==> config.mk <==
export PLATFORM = sky130hd
export DESIGN_NAME = itof_pipe
export DESIGN_NICKNAME = d
export VERILOG_FILES = /design/src/rtl/fpu_pkg.sv /design/src/rtl/lzc32.sv /design/src/rtl/itof_pipe.sv
export SDC_FILE = /design/constraint.sdc
export NUM_CORES = 1
export LEC_CHECK = 0
export BUFFER_PORTS_ARGS = -buffer_cell sky130_fd_sc_hd__buf_2
export CAP_MARGIN = 25
export CORE_ASPECT_RATIO = 0.9
export CORE_MARGIN = 5
export CORE_UTILIZATION = 30
export CTS_CLUSTER_DIAMETER = 200
export DETAILED_ROUTE_END_ITERATION = 8
export PLACE_DENSITY = 0.45
export RECOVER_POWER = 50
export SLEW_MARGIN = 40
export SYNTH_ARGS = -nofsm -noshare
export SYNTH_HDL_FRONTEND = slang
export SYNTH_HIERARCHICAL = 1
export SYNTH_SLANG_ARGS = --single-unit
==> constraint.sdc <==
create_clock -name clk -period 6.7 [get_ports clk]
set_clock_uncertainty 0.2 [all_clocks]
set_input_delay 1.34 -clock clk [delete_from_list [all_inputs] [get_ports clk]]
set_output_delay 1.34 -clock clk [all_outputs]
set_load 0.005 [all_outputs]
==> src/rtl/fpu_pkg.sv <==
// Shared FPU constants and binary32 field helpers, used by both itof and ftoi.
package fpu_pkg;

    localparam logic [7:0] FP_BIAS        = 8'd127;
    localparam logic [7:0] FP_EXP_INT_MAX = 8'd158;
    localparam int         FP_MANT_W      = 23;

    localparam logic RM_RNE   = 1'b0;
    localparam logic RM_FLOOR = 1'b1;

    function automatic logic fp_sign(input logic [31:0] f);
        return f[31];
    endfunction

    function automatic logic [7:0] fp_exp(input logic [31:0] f);
        return f[30:23];
    endfunction

    function automatic logic [FP_MANT_W-1:0] fp_mant(input logic [31:0] f);
        return f[FP_MANT_W-1:0];
    endfunction

    function automatic logic [31:0] fp_pack(input logic s, input logic [7:0] e,
                                            input logic [FP_MANT_W-1:0] m);
        return {s, e, m};
    endfunction

endpackage

==> src/rtl/lzc32.sv <==
// Combinational 32-bit leading-zero counter built as a log2 tree of (valid, count) pairs.
module lzc32 (
    input  logic [31:0] a,
    output logic [5:0]  lz
);

    logic [15:0] v1;
    logic [0:0]  c1 [16];
    logic [7:0]  v2;
    logic [1:0]  c2 [8];
    logic [3:0]  v3;
    logic [2:0]  c3 [4];
    logic [1:0]  v4;
    logic [3:0]  c4 [2];
    logic        v5;
    logic [4:0]  c5;

    // Each node reports "any one below me" and the zero count within its span;
    // the upper half wins when it holds a one, otherwise its full width is added.
    always_comb begin
        for (int j = 0; j < 16; j++) begin
            v1[j] = a[2*j+1] | a[2*j];
            c1[j] = ~a[2*j+1];
        end
        for (int j = 0; j < 8; j++) begin
            v2[j] = v1[2*j+1] | v1[2*j];
            c2[j] = v1[2*j+1] ? {1'b0, c1[2*j+1]} : {1'b1, c1[2*j]};
        end
        for (int j = 0; j < 4; j++) begin
            v3[j] = v2[2*j+1] | v2[2*j];
            c3[j] = v2[2*j+1] ? {1'b0, c2[2*j+1]} : {1'b1, c2[2*j]};
        end
        for (int j = 0; j < 2; j++) begin
            v4[j] = v3[2*j+1] | v3[2*j];
            c4[j] = v3[2*j+1] ? {1'b0, c3[2*j+1]} : {1'b1, c3[2*j]};
        end
        v5 = v4[1] | v4[0];
        c5 = v4[1] ? {1'b0, c4[1]} : {1'b1, c4[0]};
        lz = v5 ? {1'b0, c5} : 6'd32;
    end

endmodule

==> src/rtl/itof_pipe.sv <==
// Three-stage signed int32 -> binary32 converter with RNE/floor rounding and a
// global-stall valid/ready handshake.
module itof_pipe
    import fpu_pkg::*;
(
    input  logic        clk,
    input  logic        rst,
    input  logic        in_valid,
    output logic        in_ready,
    input  logic [31:0] x,
    input  logic        rm,
    output logic        out_valid,
    input  logic        out_ready,
    output logic [31:0] y
);

    logic adv;
    logic v1, v2, v3;

    // Stage 1: sign and magnitude (0x80000000 negates to itself = 2^31 unsigned)
    logic        s1_sign, s1_rm;
    logic [31:0] s1_mag;

    // Stage 2: normalised fraction below the leading one
    logic        s2_sign, s2_rm, s2_zero;
    logic [5:0]  s2_lz;
    logic [30:0] s2_frac;

    logic [5:0]  lz_w;

    logic [7:0]           e0, e_rnd;
    logic [FP_MANT_W-1:0] mant, m_rnd;
    logic                 g, st, up, carry;
    logic [31:0]          y_next;

    assign adv       = ~v3 | out_ready;
    assign in_ready  = adv;
    assign out_valid = v3;

    lzc32 u_lzc (
        .a  (s1_mag),
        .lz (lz_w)
    );

    always_comb begin
        e0    = FP_EXP_INT_MAX - {2'b00, s2_lz};
        mant  = s2_frac[30:8];
        g     = s2_frac[7];
        st    = |s2_frac[6:0];
        up    = (s2_rm == RM_RNE) ? (g & (st | mant[0])) : (s2_sign & (g | st));
        {carry, m_rnd} = {1'b0, mant} + {{FP_MANT_W{1'b0}}, up};
        e_rnd  = e0 + {7'd0, carry};
        y_next = s2_zero ? 32'h0000_0000 : fp_pack(s2_sign, e_rnd, m_rnd);
    end

    // NOTE: sequential state uses non-blocking (<=) so every stage samples the
    // previous stage's pre-edge value; blocking here would collapse the pipe.
    always_ff @(posedge clk or posedge rst) begin
        if (rst) begin
            v1 <= 1'b0;
            v2 <= 1'b0;
            v3 <= 1'b0;
            y  <= 32'h0000_0000;
        end else if (adv) begin
            v1 <= in_valid;
            v2 <= v1;
            v3 <= v2;
            y  <= y_next;
        end
    end

    // NOTE: the datapath registers are deliberately not reset; the valid bits
    // alone decide whether their contents mean anything.
    always_ff @(posedge clk) begin
        if (adv) begin
            s1_sign <= x[31];
            s1_rm   <= rm;
            s1_mag  <= x[31] ? (32'd0 - x) : x;
            s2_sign <= s1_sign;
            s2_rm   <= s1_rm;
            s2_zero <= (s1_mag == 32'd0);
            s2_lz   <= lz_w;
            s2_frac <= 31'(s1_mag << lz_w);
        end
    end

endmodule

==> metrics.txt <==
initial antenna violation count 0; Critical Path RT about 5200 ps; gr usage total around 15%; switching power of the nets 1170 uW; critical path arrival around 3400 ps; Syn Inst Count 689; power share of the sequential group 43.3%; most frequent cell after synthesis edfxtp_1; Critical-path top delay cell clkinvlp_2; placed insts between 1,000 and 1,500; status finished, violations left; Ports between 70 and 80; Hold Path Class reg2reg; syn_nets between 700 and 800; part of the power in combinational logic approximately two fifths; cts hold-fix bufs 0; global-route wire length before repair 33,300 um; DP Wirelength 15,500 um; register area share after synthesis between 40% and 50%; P_leak 0.00295 uW; area leader, netlist edfxtp_1; hold_ws between 200 and 250 ps; largest family of logic cells by synthesized area simple AND/OR/NAND/NOR gates; area of the core around 24,000 um2; FFs w/ async S/R, synth between 30% and 40%; Max-slew headroom -44.9%; layout cell share with drive strength beyond 1 17.8%; register area roughly 3100 um2; Critical Path Fanout Max 39; antenna cells 0; Post-synth top cells edfxtp_1, nand2_1, mux2i_1, nor2_1, xnor2_1; critical path's top delay family buffers and inverters; clock period minus worst slack 4950 ps; Initial Util 30.7%; vias in the first global route between 5,000 and 6,000; total grt overflow 0; Fill cells between 2,000 and 2,500; Post-Synth Adder-Cell Area less than 1%; clock power share between 15 and 20%; startpoint types input port; die height 160 um; I/O Buffers 70; sw frac 38.9%; worst path cell trace buf_2 > nor2b_1 > clkinvlp_2 > buf_2; fmax 202 MHz; peak supply drop approximately 120 uV; Place WS between 2000 and 3000 ps; final hold vios 0; top cell type's share of synthesized area between 20% and 30%; Detail Route Antenna Nets 0; xor/xnor share of the synthesized area under 10%; failing checks max-capacitance violations, max-slew violations; max incr delay on CP roughly 1300 ps; total CTS buffers 9; Post-synth EDFFs 74; Post-CTS Resized 0; DRC 0; setup TNS 0 ps; die area approximately 28,000 um2; kind of critical path in2out; clock sinks approximately 110; TritonRoute pass-1 iters 6; wire per inst 19.4 um; H-tree levels 3; GP Congestion about 0.86; Ys Warns 6; MaxCap Viol Count 4; num rows 54; CTS Root Cell clkbuf_16; Setup crit end kind primary output; Primary FF master, synth edfxtp_1; Yosys cell types between 70 and 80; final setup fails 0; Die W 177 um; internal power approximately 1800 uW; Max Root-Sink Buffers 2; WL final between 20,000 and 25,000 um; multiplexer share of the synthesized area between 10 and 15%; Post-Syn Area approximately 7500 um2; PD cells roughly 360 nW/um2; Final Max Slew Viols 145; flops & latches, synth between 100 and 150; Synth Area in Simple Gates between 10% and 20%; Layout area overhead 12.5%; area of the multi-input gates roughly 4200 um2; setup bufs post-CTS 0; Mean Syn Cell Area 10.9 um2; WP buf/inv 3; Final #Nets between 700 and 800; DRT iter0 DRCs 571; Final period util between 70 and 80%; Worst path most repeated cell buf_2; Worst-path clk slew ~70 ps; Worst Max-Slew Pin Slew around 2200 ps; post-layout util around a third; vias post-DR 6,012; vias per std cell 5.59; Post-Layout Cell Count 1,076; worst setup margin 1750 ps; main area contributors after synthesis edfxtp_1, dfrtp_1, mux4_2; Worst-Skew Late Latency 360 ps; RSZ-0062 raised after global routing no; largest net degree at the start of global routing between 60 and 70; CTS tree done; complex-gate fraction of the synthesized area between 10% and 20%
sequential cells by signal, indices dropped and copies added, names as in the netlist:
register	flops
out_valid	1
s1_sign	1
s2_zero	1
s2_sign	1
v2	1
s2_lz	6
s1_mag	32
s2_rm	1
v1	1
y	32
s1_rm	1
s2_frac	31
cells in the final DEF, fill, tap and decap left out, drive strengths merged, types with 18 or more instances in the layout:
cell type / instances
nand2: 48
nor4: 24
o31ai: 19
inv: 20
mux2i: 42
edfxtp: 74
clkbuf: 35
buf: 56
nor2: 36
nor3: 24
dfrtp: 35
mux4: 28
nand3: 19
nand4: 18
xnor2: 36
routing by layer:
| metal | track usage (%) | share of wire (%) | routed length (um) |
|---|---|---|---|
| met1 | 22.0 | 49 | 10200 |
| met2 | 21.9 | 45 | 9330 |
| met3 | 3.03 | 5.0 | 1040 |
| met4 | 3.45 | 1.6 | 326 |
| met5 | 0 | 0 | 0 |
per-stage QoR:
step | cell area (um2) | total power [uW]
floorplan | 7500 | 2080
global placement | 8180 | 2500
detailed placement | 8210 | 2520
CTS | 8500 | 3050
global route | 8440 | 3210
finish | 8440 | 3010
kinds of logic (layout without fill, tap and decap cells):
logic type,count (synthesis),in the layout
multiplexers,75,75
AO/OA/AOI/OAI,140,140
flip-flops,109,109
AND/OR/NAND/NOR,254,254
adder cells (fa/ha/maj),5,5
XOR/XNOR,43,43
buffers and inverters,63,114
power groups by stage:
stage,combinational [uW],clock [uW],sequential [uW]
2_1_floorplan,850,0,1230
3_3_place_gp,1190,0,1300
3_5_place_dp,1200,0,1310
4_1_cts,1210,544,1300
5_1_grt,1300,573,1350
6_report,1180,526,1300
final timing paths:
kind	from	to	slack [ps]	cells after the start
setup / recovery	out_ready	in_ready	1750	4
hold / removal	s1_rm	s2_rm	220	0
setup reg to reg	s1_mag[6]	s2_frac[15]	1950	10
hold reg to reg	s1_rm	s2_rm	220	0
max in group asynchronous	rst	v1	3790	3
min in group asynchronous	rst	y[3]	1430	3
final cells by class:
class	instances	area share [%]
Clock buffer	9	2.67
Multi-Input combinational cell	517	49.2
Clock inverter	7	0.756
Inverter	16	0.727
Tap cell	336	4.98
Sequential cell	109	36.7
Timing Repair Buffer	82	4.95
Power figures use the tool's default switching activity.
